## config.mk

```make
export PLATFORM = sky130hd
export DESIGN_NAME = uart_packet_ctrl
export DESIGN_NICKNAME = d
export VERILOG_FILES = /design/src/rtl/uart_pkt_pkg.sv /design/src/rtl/uart_rx_timeout.sv /design/src/rtl/uart_packet_ctrl.sv
export SDC_FILE = /design/constraint.sdc
export NUM_CORES = 1
export LEC_CHECK = 0
export ABC_AREA = 1
export CORE_MARGIN = 8
export CORE_UTILIZATION = 57
export DETAILED_ROUTE_END_ITERATION = 8
export DONT_BUFFER_PORTS = 1
export GPL_TIMING_DRIVEN = 0
export PLACE_DENSITY = 0.85
export SETUP_SLACK_MARGIN = 0.05
export SYNTH_ARGS = -nofsm -noshare
export SYNTH_HDL_FRONTEND = slang
export SYNTH_HIERARCHICAL = 1
export SYNTH_SLANG_ARGS = --single-unit
```

## constraint.sdc

```tcl
create_clock -name i_CLK -period 2 [get_ports i_CLK]
set_input_delay 0.4 -clock i_CLK [delete_from_list [all_inputs] [get_ports i_CLK]]
set_output_delay 0.4 -clock i_CLK [all_outputs]
set_load 0.05 [all_outputs]
```

## src/rtl/uart_pkt_pkg.sv

```systemverilog
// Shared constants for the UART receive-side packet controller.
// Holds the frame sync byte, the payload size limit, the error codes
// reported on o_ERR_CODE and the FSM state encoding.
// No ports (package).
package uart_pkt_pkg;

  localparam logic [7:0] c_SYNC_BYTE = 8'hA5;
  localparam int         c_MAX_LEN   = 8;

  localparam logic [1:0] c_ERR_CHK     = 2'd1;
  localparam logic [1:0] c_ERR_LEN     = 2'd2;
  localparam logic [1:0] c_ERR_TIMEOUT = 2'd3;

  localparam logic [2:0] S_IDLE    = 3'd0;
  localparam logic [2:0] S_CMD     = 3'd1;
  localparam logic [2:0] S_LEN     = 3'd2;
  localparam logic [2:0] S_PAYLOAD = 3'd3;
  localparam logic [2:0] S_CHECK   = 3'd4;

endpackage

```

## src/rtl/uart_rx_timeout.sv

```systemverilog
// Inter-byte timeout counter for the packet controller.
// Ports:
//   i_CLK      system clock
//   i_RESET    synchronous active-high reset
//   i_CLEAR    forces the count to zero (a byte arrived, or the FSM is idle)
//   i_ENABLE   counts one per clock while high and not cleared
//   o_EXPIRED  high on the cycle whose increment reaches c_TIMEOUT_CYCLES,
//              so the registered error in the parent lands exactly then
module uart_rx_timeout #(
  parameter int c_TIMEOUT_CYCLES = 8680
) (
  input  logic i_CLK,
  input  logic i_RESET,
  input  logic i_CLEAR,
  input  logic i_ENABLE,
  output logic o_EXPIRED
);

  localparam logic [15:0] c_LAST = 16'(c_TIMEOUT_CYCLES - 1);

  logic [15:0] count;

  always_ff @(posedge i_CLK) begin
    if (i_RESET || i_CLEAR) begin
      count <= '0;
    end else if (i_ENABLE) begin
      count <= count + 16'd1;
    end
  end

  // A clear on the same cycle means a byte won the race against expiry.
  assign o_EXPIRED = i_ENABLE && !i_CLEAR && (count == c_LAST);

endmodule

```

## src/rtl/uart_packet_ctrl.sv

```systemverilog
// Frames the UART receiver byte stream into packets:
//   0xA5, CMD, LEN, LEN payload bytes, CHK (CHK = CMD ^ LEN ^ payload).
// Verified packets are presented with a one-cycle o_PKT_VALID pulse;
// malformed or stalled packets are dropped with a one-cycle o_ERR pulse.
// Ports:
//   i_CLK, i_RESET         clock, synchronous active-high reset
//   i_RX_BYTE, i_RX_DV     byte and one-cycle valid from the UART receiver
//   o_PKT_VALID            packet verified (fields held until next pulse)
//   o_PKT_CMD/LEN/DATA     command, length 0..8, payload (byte k at [8k+7:8k])
//   o_ERR, o_ERR_CODE      discard pulse; code 1=checksum 2=length 3=timeout
//   o_BUSY                 high while a packet is being framed
module uart_packet_ctrl
  import uart_pkt_pkg::*;
#(
  parameter int c_TIMEOUT_CYCLES = 8680,
  parameter int c_MAX_LEN        = 8
) (
  input  logic        i_CLK,
  input  logic        i_RESET,
  input  logic [7:0]  i_RX_BYTE,
  input  logic        i_RX_DV,
  output logic        o_PKT_VALID,
  output logic [7:0]  o_PKT_CMD,
  output logic [3:0]  o_PKT_LEN,
  output logic [63:0] o_PKT_DATA,
  output logic        o_ERR,
  output logic [1:0]  o_ERR_CODE,
  output logic        o_BUSY
);

  localparam logic [7:0] c_MAX_LEN_BYTE = 8'(c_MAX_LEN);

  logic [2:0]  state;
  logic [7:0]  cmd_sh;
  logic [3:0]  len_sh;
  logic [63:0] data_sh;
  logic [7:0]  chk;
  logic [2:0]  idx;
  logic        expired;
  logic        tmo_clear;
  logic        tmo_enable;

  assign tmo_clear  = i_RX_DV || (state == S_IDLE);
  assign tmo_enable = (state != S_IDLE);

  uart_rx_timeout #(
    .c_TIMEOUT_CYCLES(c_TIMEOUT_CYCLES)
  ) u_timeout (
    .i_CLK     (i_CLK),
    .i_RESET   (i_RESET),
    .i_CLEAR   (tmo_clear),
    .i_ENABLE  (tmo_enable),
    .o_EXPIRED (expired)
  );

  // Busy is decoded from the state register only, so it stays glitch-free.
  assign o_BUSY = (state != S_IDLE);

  // Framing FSM. Payload is assembled in a shadow register and copied to
  // the outputs only when the checksum matches, so errors never disturb
  // the last good packet. A byte always takes priority over expiry.
  always_ff @(posedge i_CLK) begin
    if (i_RESET) begin
      state       <= S_IDLE;
      cmd_sh      <= '0;
      len_sh      <= '0;
      data_sh     <= '0;
      chk         <= '0;
      idx         <= '0;
      o_PKT_VALID <= 1'b0;
      o_PKT_CMD   <= '0;
      o_PKT_LEN   <= '0;
      o_PKT_DATA  <= '0;
      o_ERR       <= 1'b0;
      o_ERR_CODE  <= '0;
    end else begin
      o_PKT_VALID <= 1'b0;
      o_ERR       <= 1'b0;
      if (i_RX_DV) begin
        case (state)
          S_IDLE: begin
            if (i_RX_BYTE == c_SYNC_BYTE) begin
              data_sh <= '0;
              state   <= S_CMD;
            end
          end
          S_CMD: begin
            cmd_sh <= i_RX_BYTE;
            chk    <= i_RX_BYTE;
            state  <= S_LEN;
          end
          S_LEN: begin
            if (i_RX_BYTE > c_MAX_LEN_BYTE) begin
              o_ERR      <= 1'b1;
              o_ERR_CODE <= c_ERR_LEN;
              state      <= S_IDLE;
            end else begin
              len_sh <= i_RX_BYTE[3:0];
              chk    <= chk ^ i_RX_BYTE;
              idx    <= '0;
              state  <= (i_RX_BYTE == 8'd0) ? S_CHECK : S_PAYLOAD;
            end
          end
          S_PAYLOAD: begin
            data_sh[{idx, 3'b000} +: 8] <= i_RX_BYTE;
            chk <= chk ^ i_RX_BYTE;
            idx <= idx + 3'd1;
            if (idx == 3'(len_sh - 4'd1)) begin
              state <= S_CHECK;
            end
          end
          S_CHECK: begin
            if (i_RX_BYTE == chk) begin
              o_PKT_VALID <= 1'b1;
              o_PKT_CMD   <= cmd_sh;
              o_PKT_LEN   <= len_sh;
              o_PKT_DATA  <= data_sh;
            end else begin
              o_ERR      <= 1'b1;
              o_ERR_CODE <= c_ERR_CHK;
            end
            state <= S_IDLE;
          end
          default: state <= S_IDLE;
        endcase
      end else if (expired) begin
        o_ERR      <= 1'b1;
        o_ERR_CODE <= c_ERR_TIMEOUT;
        state      <= S_IDLE;
      end
    end
  end

endmodule
```

## After elaboration in Yosys (flattened, before gate mapping)

Cells that the tools add are included.

- Bitwise operators: 4
- $add $sub $neg: 4
- Reduce and logical (&&, ||, !) cells: 21
- Multiplexer cells: 25
- Divide/modulo/power cells: 0
- Order comparisons: 1
- Shift operators: 2
- Multiply operators: 0
- Eq/ne operators: 15

Operators by type and width:

| operator | count |
|---|---|
| $pmux W64 S2 | 1 |
| $bwmux W64 | 1 |
| $mux W64 | 1 |
| $shift A8 B8 Y64 const A | 1 |
| $shiftx A8 B8 Y64 | 1 |
| $pmux W8 S3 | 1 |
| $mux W3 | 7 |
| $reduce_and A3 Y1 | 6 |
| $add A16 B1 Y16 const B | 1 |
| $eq A16 B14 Y1 const B | 1 |
| $pmux W3 S4 | 1 |
| $ne A3 B3 Y1 const B | 3 |
| $eq A8 B8 Y1 | 1 |
| $eq A8 B8 Y1 const B | 1 |
| $gt A8 B4 Y1 const B | 1 |
| $logic_not A8 Y1 | 1 |
| $mux W2 | 4 |
| $mux W8 | 1 |
| $neg A6 Y8 | 1 |
| $xor A8 B8 Y8 | 1 |
| $eq A3 B2 Y1 const B | 2 |
| $pmux W3 S2 | 1 |
| $reduce_bool A2 Y1 | 3 |
| $reduce_bool A3 Y1 | 2 |
| other kinds (20) | 28 |

- Latch bits: 0
- Register bits: 186
- Bits in read-only memories: 0
- Output and inout bits: 81
- Memories: 0
- RAM bits: 0
- Bits of input ports: 11

## Logic depth before layout (Yosys ltp)

Gate-level depths: netlist (run 1).

- Depth after elaboration: 7
- Depth in mapped cells: 16

## Hierarchy

The synthesis (run 1) kept the hierarchy.

By module, submodules not included:

| module | cells an instance | instances | area each (um2) |
|---|---|---|---|
| uart_packet_ctrl | 938 | 1 | 6988.0 |
| uart_rx_timeout | 121 | 1 | 838.3 |

## Worst setup path after synthesis (run 1)

OpenSTA, ideal clock, no wires.

- Path kind: flip-flop to flip-flop
- Start: reg state[1]
- End: reg o_ERR_CODE[0]
- Slack: -0.119 ns
- Path buffers: 0
- Arrival time: 1.987 ns
- Cell stages (with the launch flop): 17
- Period minus slack after synthesis: 2.119 ns
- Library setup time: 0.132 ns
- Path through: dfxtp_1 nor2_2 inv_2 nor2_1 inv_1 nand2_1 nor3_1 nand3_1 nor2_1 or2_2 nand2_1 nand2_1 nand2_1 inv_2 nand2_1 nand2_1 a21oi_1

- Elaborated cells between the ends (all ways): 15

RTL lines:

| element | line | RTL |
|---|---|---|
| from (decl) | uart_packet_ctrl.sv:33 | `logic [2:0] state;` |
| from (signal assigned) | uart_packet_ctrl.sv:101 | `state <= (i_RX_BYTE == 8'd0) ? S_CHECK : S_PAYLOAD;` |
| $reduce_bool A3 Y1 | -- |  |
| via o_BUSY | uart_packet_ctrl.sv:28 | `output logic o_BUSY` |
| $logic_and A1 B1 Y1 (2 in series) | uart_rx_timeout.sv:32 | `assign o_EXPIRED = i_ENABLE && !i_CLEAR && (count == c_LAST);` |
| via expired | uart_packet_ctrl.sv:39 | `logic expired;` |
| $reduce_bool A2 Y1 (no source line) | -- |  |
| $reduce_and A4 Y1 (no source line) | -- |  |
| to (signal assigned) | uart_packet_ctrl.sv:95 | `o_ERR_CODE <= c_ERR_LEN;` |
| to (signal assigned) | uart_packet_ctrl.sv:120 | `o_ERR_CODE <= c_ERR_CHK;` |
| to (signal assigned) | uart_packet_ctrl.sv:128 | `o_ERR_CODE <= c_ERR_TIMEOUT;` |
| to (decl) | uart_packet_ctrl.sv:27 | `output logic [1:0] o_ERR_CODE,` |

The timed path passes the listed nets, and every way through them passes these cells.
A chain may end at the register's enable or synchronous reset.

## Final worst setup path (run 1)

- Start: reg state[0]
- End: reg o_ERR_CODE[1]

The elaborated chain is that of the path after synthesis.

==> results of run 1 <==
## per-stage QoR
stage               area [um2]  setup WS (ns)  std cells  setup TNS [ns]  utilization [%]
global placement          8090         -0.273       1239           -6.20             59.2
finish                    8950         -0.160       1285          -0.607             65.5
CTS                       8840         -0.132       1281          -0.439             64.7
global route              8940         -0.267       1284           -2.90             65.5
detailed placement        8090         -0.311       1239           -6.04             59.2
floorplan                 7870        -0.0369       1059         -0.0567                -
## per-layer routing
metal	track usage (%)	wire length [um]	vias up
li1	-	-	3512
met1	29.6	8910	3228
met2	36.8	9590	248
met3	7.57	2000	42
met4	10.5	488	2
met5	0	8	-
## logic make-up after synthesis
group	after synthesis	synth area share [%]
simple gates	390	22.5
xor+xnor	12	1.34
flops	186	47.6
compound gates	272	17.5
buf+inv	190	9.56
fa+ha+maj	9	1.44
## Yosys cell counts
library cell,instances,area [um2]
buf_2,22,110
nand2_4,7,78.8
o21a_1,1,7.51
inv_2,15,56.3
nand4_1,5,31.3
nand3_2,2,20.0
nor2_4,5,56.3
a31oi_1,1,6.26
nand3_1,98,490
ha_1,9,113
dfxtp_1,186,3720
buf_6,1,11.3
nor2_2,7,43.8
nor2_1,64,240
o22ai_1,1,6.26
nand2_2,4,25.0
or2_2,1,6.26
o211ai_1,1,7.51
clkinv_1,2,7.51
nor3_1,12,60.1
a21oi_2,1,8.76
xor2_1,2,17.5
and2_1,1,6.26
a21oi_1,173,866
nor4_1,1,6.26
nand2_1,182,683
clkbuf_1,28,105
o21ai_0,94,470
nor3_4,1,16.3
xnor2_1,10,87.6
inv_1,122,458
## sequential cells by signal (all words and copies together) (netlist names)
signal / flops
cmd_sh: 8
u_timeout/count: 16
len_sh: 4
data_sh: 64
o_PKT_CMD: 8
o_ERR_CODE: 2
o_PKT_DATA: 64
o_PKT_LEN: 4
o_ERR: 1
o_PKT_VALID: 1
idx: 3
chk: 8
state: 3
## worst min-delay path by stage
stage / start / endpoint / slack (ns) / cells after the start
CTS: i_RX_BYTE[0] / data_sh[0] / 0.10 / 2
global route: i_RX_BYTE[0] / data_sh[0] / 0.11 / 2
global placement: data_sh[52] / data_sh[52] / 0.44 / 2
floorplan: data_sh[0] / data_sh[0] / 0.44 / 2
detailed placement: cmd_sh[2] / cmd_sh[2] / 0.45 / 2
finish: i_RX_BYTE[0] / data_sh[0] / 0.12 / 2
## worst max-delay path: stages, from the launching register on
cell and delay (ns):
dfxtp_4 0.36, nor2_4 0.11, inv_2 0.05, nor2_4 0.11, clkinvlp_4 0.34, nand2_2 0.18, nor3_2 0.05, nand3_1 0.07
nor2_1 0.06, or2_4 0.24, nand2_1 0.06, nand2_1 0.05, nand2_1 0.07, inv_2 0.07, nand2_4 0.09, nand2_1 0.05
a21oi_1 0.13
## power breakdown
group	total (mW)	internal (mW)	switching, mW
clock network	3.49	2.00	1.49
registers	3.78	3.73	0.0449
logic	0.605	0.175	0.430
total	7.87	5.91	1.97
## cell type report
type | instances | area, um2 | area share (%)
Antenna cell | 1 | 2.50 | 0.0280
Buffer | 51 | 235 | 2.63
Clock buffer | 17 | 425 | 4.75
Clock inverter | 15 | 191 | 2.14
Inverter | 139 | 528 | 5.90
Multi-Input combinational cell | 683 | 3510 | 39.2
Sequential cell | 186 | 3730 | 41.7
Tap cell | 180 | 225 | 2.52
Timing Repair Buffer | 12 | 93.8 | 1.05
Timing Repair inverter | 1 | 5.00 | 0.0559
## repair_timing
| item | CTS | global route |
|---|---|---|
| cloned | 1 | 0 |
| setup endpoints to repair | 55 | 70 |
| buffers inserted | 9 | 3 |
| resized for setup | 20 | 26 |
| pin swaps | 7 | 1 |
==> results.py, run 1 <==
metrics = {
    "run_status": {
        "outcome": "finished, violations left",
        "violations": "negative setup slack",
    },
    "worst_setup_path": {
        "critical_path_required_ns": 2.36,
        "reg2reg_depth": 16,
        "end_kind": "register",
        "r2r_slack_ns": -0.16,
        "critPathLaunch": "state[0]",
        "crit_arrival_ns": 2.52,
        "crit_end": "o_ERR_CODE[1]",
        "path_max_fanout": 5,
        "r2r_end": "o_ERR_CODE[1]",
        "start_kind": "register",
        "criticalPathCategory": "reg2reg",
        "reg2reg_from": "state[0]",
    },
    "layout": {
        "layout_commonest_cell": "dfxtp_1",
        "final_nets": 1111,
        "drive_gt1_share_pct": 13.2,
        "area_delta_synth_final_pct": 14.3,
        "num-fill-cells": 1136,
        "layout_common_cells": "dfxtp_1 (182), nand2_1 (179), a21oi_1 (173)",
    },
    "detailed_routing": {
        "drc_errors": 0,
        "antenna_left": 0,
        "drt_wl_total_um": 21000,
        "dr.pass1.iters": 8,
        "wl_per_cell_um": 16.3,
        "drt_iter0_drc": 604,
        "num_vias": 7032,
        "viasPerCell": 5.47,
    },
    "clock_tree": {
        "numCtsBuffers": 17,
        "numClockSinks": 186,
        "cts_root_buf": "clkbuf_16",
        "clock_path_buffers": 2,
        "ctsHoldBuffers": 0,
        "cts_tree": "yes",
        "clk_pin_slew_ns": 0.07,
        "cts-htree-levels": 4,
        "insertion_delay_ns": 0.43,
    },
    "grt": {
        "overflow": 0,
        "grt_first_pass_wirelength_um": 33900,
        "grt_start_max_net_pins": 18,
        "grt.total_usage_pct": 23.7,
        "antenna_found_initial": 1,
        "grt_pass1_vias": 6592,
    },
    "timing": {
        "worst_slack_ns": -0.160,
        "fin_crit_sh_pct": 108,
        "hold_viol": 0,
        "period_needed_ns": 2.16,
        "timing.slew.headroom_pct": 59.9,
        "max_freq_ghz": 0.463,
        "tightest_slew_ns": 0.599,
        "worst_hold_slack_ns": 0.119,
        "rsz0062_at_grt": "yes",
        "skew_ns": 0.00454,
        "finalSetupViolations": 6,
        "slew_viol_final": 0,
    },
    "power": {
        "ir_drop_mv": 0.504,
        "power.leakage_nw": 3.14,
        "power.total_mw": 7.87,
        "power.density_nw_per_um2": 880,
    },
    "synthesis": {
        "synth_nets": 1079,
        "ys_ff_latch": 186,
        "syn_inst": 1059,
        "avgSynthCellArea_um2": 7.39,
        "netlist_area_um2": 7830,
        "ys_types": 31,
        "yosysSeqAreaShare_pct": 47.6,
        "yosys_warnings": 6,
    },
    "hold_path": {
        "hold_path_class": "in2reg",
    },
    "floorplan": {
        "top_level_ports": 92,
        "dieArea_um2": 17700,
        "rows": 43,
        "core_um2": 13700,
        "die_w_um": 133,
        "initial_core_util_pct": 57.3,
        "die_y_um": 133,
    },
    "placed_design": {
        "dp_hpwl_um": 15000,
        "portBuffers": 0,
        "place.gp.congestion": 0.984,
    },
    "flow_run": {
        "maxCapViolations": 0,
    },
}
Note: power is estimated with default switching activity, not from simulation.
==> run 2: changes to the inputs <==
--- a/config.mk
+++ b/config.mk
@@ -13,6 +13,7 @@
 export GPL_TIMING_DRIVEN = 0
 export PLACE_DENSITY = 0.85
 export SETUP_SLACK_MARGIN = 0.05
+export SKIP_CTS_REPAIR_TIMING = 1
 export SYNTH_ARGS = -nofsm -noshare
 export SYNTH_HDL_FRONTEND = slang
 export SYNTH_HIERARCHICAL = 1
==> run 2 against run 1 <==
Against the previous run:
- fmax fell by 5.8%
- cell count fell by 0.16%
- non-clock buffer count fell by 2
- critical endpoint unchanged
- largest cell class unchanged
- clock power barely moved
- the flow still finishes with violations (negative setup slack)
==> results.py, run 2 (same netlist as run 1, synthesis figures left out) <==
metrics = {
    "placed_design": {
        "dpl-instance-area_um2": 8090,
        "dp.cells": 1239,
        "portBuffers": 0,
        "place.gp.congestion": 0.984,
        "post-place-ws_ns": -0.311,
        "dp_hpwl_um": 15000,
    },
    "power": {
        "ir_drop_mv": 0.535,
        "power.density_nw_per_um2": 882,
        "power.total_mw": 7.87,
        "power.leakage_nw": 3.13,
    },
    "layout": {
        "num-fill-cells": 1143,
        "finalInstanceArea_um2": 8920,
        "layout_common_cells": "dfxtp_1 (182), nand2_1 (175), a21oi_1 (173)",
        "area_delta_synth_final_pct": 14.0,
        "fin_cells": 1283,
        "drive_gt1_share_pct": 12.3,
        "reg_top3": "data_sh: 64 flops, o_PKT_DATA: 64 flops, u_timeout/count: 16 flops",
        "layout_commonest_cell": "dfxtp_1",
        "seqCellArea_um2": 3740,
        "multi_input_area_um2": 3490,
        "fin_util_pct": 65.3,
        "final_nets": 1109,
    },
    "clock_tree": {
        "clk_pin_slew_ns": 0.07,
        "numClockSinks": 186,
        "numCtsBuffers": 17,
        "cts_root_buf": "clkbuf_16",
        "cts_tree": "yes",
        "insertion_delay_ns": 0.43,
        "clock_path_buffers": 2,
        "cts-htree-levels": 4,
    },
    "worst_setup_path": {
        "path_max_fanout": 5,
        "path_cells": "nor2_4 > inv_2 > nor2_4 > clkinvlp_4 > nand2_2 > nor3_2 > nand3_1 > nor2_2 > or2_4 > nand2_1 > nand2_1 > nand2_1 > inv_2 > nand2_4 > nand2_2 > a21oi_1",
        "critPathMostFrequentCell": "nand2_1",
        "crit_arrival_ns": 2.65,
        "r2r_slack_ns": -0.29,
        "path_delay_family": "simple AND/OR/NAND/NOR gates",
        "cp.buffers_inverters": 3,
        "start_kind": "register",
        "critical_path_required_ns": 2.36,
        "criticalPathCategory": "reg2reg",
        "slowest_delay_ns": 0.36,
        "end_kind": "register",
        "crit_slowest_cell": "dfxtp_4",
    },
    "floorplan": {
        "core_um2": 13700,
        "top_level_ports": 92,
        "die_w_um": 133,
        "initial_core_util_pct": 57.3,
        "rows": 43,
        "dieArea_um2": 17700,
        "die_y_um": 133,
    },
    "detailed_routing": {
        "drt_iter0_drc": 658,
        "antenna_left": 0,
        "viasPerCell": 5.48,
        "drt_wl_total_um": 20900,
        "drc_errors": 0,
        "dr.pass1.iters": 5,
        "wl_per_cell_um": 16.3,
        "num_vias": 7029,
    },
    "timing": {
        "fin_crit_sh_pct": 115,
        "worst_hold_slack_ns": 0.121,
        "max_freq_ghz": 0.436,
        "skew_ns": 0.00699,
        "worst_slack_ns": -0.292,
        "setup_tns_ns": -1.25,
        "timing.slew.headroom_pct": 59.0,
        "hold_viol": 0,
        "period_needed_ns": 2.29,
        "tightest_slew_ns": 0.613,
        "slew_viol_final": 0,
        "finalSetupViolations": 6,
        "rsz0062_at_grt": "yes",
    },
    "grt": {
        "overflow": 0,
        "grt_pass1_vias": 6475,
        "antenna_found_initial": 1,
        "grt_first_pass_wirelength_um": 33300,
        "grt_start_max_net_pins": 18,
        "grt.total_usage_pct": 23.3,
    },
    "run_status": {
        "outcome": "finished, violations left",
        "violations": "negative setup slack",
    },
    "hold_path": {
        "hold_path_class": "in2reg",
    },
    "flow_run": {
        "maxCapViolations": 0,
    },
}
run 2: cell count changes in the layout (fill, tap and decap cells not counted), moves of 3 or more:
cell	delta
clkbuf_1	+3
nor2_1	+8
nand2_2	+4
nand2_1	-4
nor2_2	-7
run 2: worst paths after layout:
path | start | endpoint | depth (start not counted)
min reg2reg | cmd_sh[2] | cmd_sh[2] | 2
min | i_RX_BYTE[0] | data_sh[0] | 2
max reg2reg | state[0] | o_ERR_CODE[1] | 16
max | state[0] | o_ERR_CODE[1] | 16
run 2: layer usage:
layer  track usage (%)  vias to the layer above  routed length (um)
met5                 0                        -                   8
met4              9.36                        2                 489
met3              7.38                       37                1970
met2              36.3                      259                9550
met1              29.4                     3239                8880
li1                  -                     3492                   -
run 2: final cells by class:
cell class / instances / share of cell area (%)
sequential: 186 / 41.9
multi-input combinational: 683 / 39.2
inverter: 139 / 5.92
clock buffer: 17 / 4.77
buffer: 51 / 2.65
tap: 180 / 2.52
clock inverter: 15 / 2.15
timing repair buffer: 10 / 0.883
timing repair inverter: 1 / 0.0561
antenna: 1 / 0.0280
run 2: report_power, final:
| group | leakage, nW | total [mW] | internal [mW] | switching [mW] |
|---|---|---|---|---|
| clock network | 0.296 | 3.49 | 2.00 | 1.50 |
| registers | 1.50 | 3.78 | 3.73 | 0.0476 |
| logic | 1.33 | 0.592 | 0.168 | 0.424 |
| total | 3.13 | 7.87 | 5.90 | 1.97 |
run 2: worst register-to-register path: cells and delay by family (launching register included):
kind,cells,cell delay (ns)
simple gates,12,1.24
compound gates,1,0.14
flops,1,0.36
buf+inv,3,0.48
==> run 3: changes to the inputs <==
--- a/config.mk
+++ b/config.mk
@@ -12,8 +12,9 @@
 export DONT_BUFFER_PORTS = 1
 export GPL_TIMING_DRIVEN = 0
 export PLACE_DENSITY = 0.85
+export RECOVER_POWER = 25
 export SETUP_SLACK_MARGIN = 0.05
-export SKIP_CTS_REPAIR_TIMING = 1
+export SLEW_MARGIN = 40
 export SYNTH_ARGS = -nofsm -noshare
 export SYNTH_HDL_FRONTEND = slang
 export SYNTH_HIERARCHICAL = 1
==> run 3 against run 2 <==
Against the previous run:
- the flow still finishes with violations (negative setup slack)
- sequential power about the same
- design area grew 0.24%
- hold slack worse by 0.0017 ns
- clock skew down 0.00097 ns
- critical path depth unchanged
- cell count is 0.16% higher
- sequential share of layout area decreased by 0.13 points
- setup slack improved by 0.13 ns
==> results.py, run 3 (same netlist as run 1, synthesis figures left out) <==
metrics = {
    "worst_setup_path": {
        "critPathLaunch": "state[0]",
        "start_kind": "register",
        "criticalPathCategory": "reg2reg",
        "critical_path_required_ns": 2.36,
        "path_cells": "nor2_4 > inv_2 > nor2_4 > clkinvlp_4 > nand2_2 > nor3_2 > nand3_1 > nor2_1 > or2_4 > nand2_1 > nand2_1 > nand2_1 > inv_2 > nand2_4 > nand2_1 > a21oi_1",
        "reg2reg_from": "state[0]",
        "path_delay_family": "simple AND/OR/NAND/NOR gates",
        "slowest_delay_ns": 0.36,
        "crit_arrival_ns": 2.53,
        "crit_slowest_cell": "dfxtp_4",
        "critPathMostFrequentCell": "nand2_1",
        "cp.buffers_inverters": 3,
        "path_max_fanout": 5,
        "end_kind": "register",
    },
    "detailed_routing": {
        "num_vias": 7038,
        "route.met3.wl_um": 2090,
        "wl_per_cell_um": 16.3,
        "viasPerCell": 5.48,
        "top_layer_used": "met5",
        "antenna_left": 0,
        "drt_wl_total_um": 21000,
        "route.met2.wl_um": 9610,
        "wl_met1_um": 8810,
        "drt_iter0_drc": 640,
        "drc_errors": 0,
        "dr.pass1.iters": 5,
    },
    "layout": {
        "area_delta_synth_final_pct": 14.3,
        "finalInstanceArea_um2": 8940,
        "layout_commonest_cell": "dfxtp_1",
        "final_nets": 1111,
        "reg_top3": "data_sh: 64 flops, o_PKT_DATA: 64 flops, u_timeout/count: 16 flops",
        "layout_common_cells": "dfxtp_1 (182), nand2_1 (179), a21oi_1 (173)",
        "drive_gt1_share_pct": 13.1,
    },
    "timing": {
        "rsz0062_at_grt": "yes",
        "max_freq_ghz": 0.462,
        "worst_slack_ns": -0.163,
        "slew_viol_final": 0,
        "hold_viol": 0,
        "period_needed_ns": 2.16,
        "skew_ns": 0.00602,
        "finalSetupViolations": 69,
        "tightest_slew_ns": 0.589,
        "timing.slew.headroom_pct": 60.6,
        "fin_crit_sh_pct": 108,
    },
    "power": {
        "swShare_pct": 25.0,
        "power.leakage_nw": 3.14,
        "pwr-share-clk_pct": 44.3,
        "ir_drop_mv": 0.503,
        "combPwrFrac_pct": 7.7,
        "power.total_mw": 7.87,
        "power.density_nw_per_um2": 880,
        "p_int_mw": 5.90,
        "pwr-share-seq_pct": 48.0,
        "p_sw_mw": 1.97,
    },
    "clock_tree": {
        "insertion_delay_ns": 0.43,
        "clock_path_buffers": 2,
        "numClockSinks": 186,
        "ctsHoldBuffers": 0,
        "clk_pin_slew_ns": 0.07,
        "numCtsBuffers": 17,
        "cts-htree-levels": 4,
        "cts_tree": "yes",
        "cts_root_buf": "clkbuf_16",
    },
    "floorplan": {
        "core_um2": 13700,
        "die_w_um": 133,
        "die_y_um": 133,
        "top_level_ports": 92,
        "rows": 43,
        "dieArea_um2": 17700,
        "initial_core_util_pct": 57.3,
    },
    "grt": {
        "grt.total_usage_pct": 23.7,
        "grt_start_max_net_pins": 18,
        "grt_first_pass_wirelength_um": 33900,
        "overflow": 0,
        "antenna_found_initial": 1,
        "grt_pass1_vias": 6592,
    },
    "placed_design": {
        "dpl-instance-area_um2": 8090,
        "portBuffers": 0,
        "place.gp.congestion": 0.984,
        "dp_hpwl_um": 15000,
    },
    "flow_run": {
        "maxCapViolations": 0,
    },
    "hold_path": {
        "hold_path_class": "in2reg",
        "holdCritStartpoint": "i_RX_BYTE[0]",
    },
    "run_status": {
        "outcome": "finished, violations left",
        "violations": "negative setup slack",
    },
}
[run 3: changes by cell type in the layout (fill, tap and decap cells not counted), moves of 2 or more]
| cell | before | now |
|---|---|---|
| clkbuf_2 | 0 | 2 |
| nand2_1 | 175 | 179 |
| o21ai_1 | 0 | 2 |
| nand2_2 | 10 | 6 |
| o21ai_0 | 94 | 92 |
| clkbuf_1 | 28 | 26 |
| nor2_2 | 7 | 14 |
| inv_2 | 16 | 18 |
| inv_1 | 119 | 117 |
| nor2_1 | 59 | 51 |
[run 3: area by class of cell]
class	instances	area, um2
clock buffers	17	425
inverters	139	528
clock inverters	15	191
diodes	1	2.50
repair inverters	1	5.00
flip-flops and latches	186	3730
multi-input cells	683	3510
well taps	180	225
fillers	1136	4720
plain buffers	51	235
repair buffers	12	90.1
[run 3: metrics by stage]
step | cells | setup slack, ns | utilization, % | TNS (ns) | hold WS, ns
2_1_floorplan | 1059 | -0.0369 | - | -0.0567 | 0.436
3_3_place_gp | 1239 | -0.273 | 59.2 | -6.20 | 0.445
3_5_place_dp | 1239 | -0.311 | 59.2 | -6.04 | 0.449
4_1_cts | 1281 | -0.132 | 64.7 | -0.439 | 0.104
5_1_grt | 1284 | -0.267 | 65.4 | -8.98 | 0.112
6_report | 1285 | -0.163 | 65.4 | -3.29 | 0.119
[run 3: metal layers]
metal	vias to the layer above	track usage (%)
met2	282	36.8
met3	37	7.57
met5	-	0
met4	2	10.5
met1	3214	29.6
li1	3503	-
[run 3: path summary, 6_finish.rpt]
path                                      end  slack (ns)  cells past startpoint
worst min register to register    data_sh[55]        0.46                      2
worst max register to register  o_ERR_CODE[1]       -0.16                     16
worst min-delay path               data_sh[0]        0.12                      2
worst max-delay path            o_ERR_CODE[1]       -0.16                     16
[run 3: worst register-to-register path, stage by stage, from the launching register on]
cell and delay, ns:
dfxtp_4 0.36, nor2_4 0.11, inv_2 0.05, nor2_4 0.11, clkinvlp_4 0.34, nand2_2 0.18, nor3_2 0.05, nand3_1 0.07
nor2_1 0.06, or2_4 0.24, nand2_1 0.06, nand2_1 0.05, nand2_1 0.07, inv_2 0.07, nand2_4 0.09, nand2_1 0.05
a21oi_1 0.13
[run 3: power groups by stage]
stage | Sequential [mW] | Combinational, mW | Clock, mW
6_report | 3.78 | 0.604 | 3.49
5_1_grt | 3.78 | 0.656 | 3.70
4_1_cts | 3.78 | 0.575 | 3.53
3_5_place_dp | 3.87 | 0.529 | 0
3_3_place_gp | 3.87 | 0.525 | 0
2_1_floorplan | 3.86 | 0.407 | 0
[run 3: repair_timing]
item | CTS | global route
buffers inserted | 9 | 3
resized for setup | 20 | 26
cloned | 1 | 0
endpoints found under the setup margin | 55 | 70
pin swaps | 7 | 1
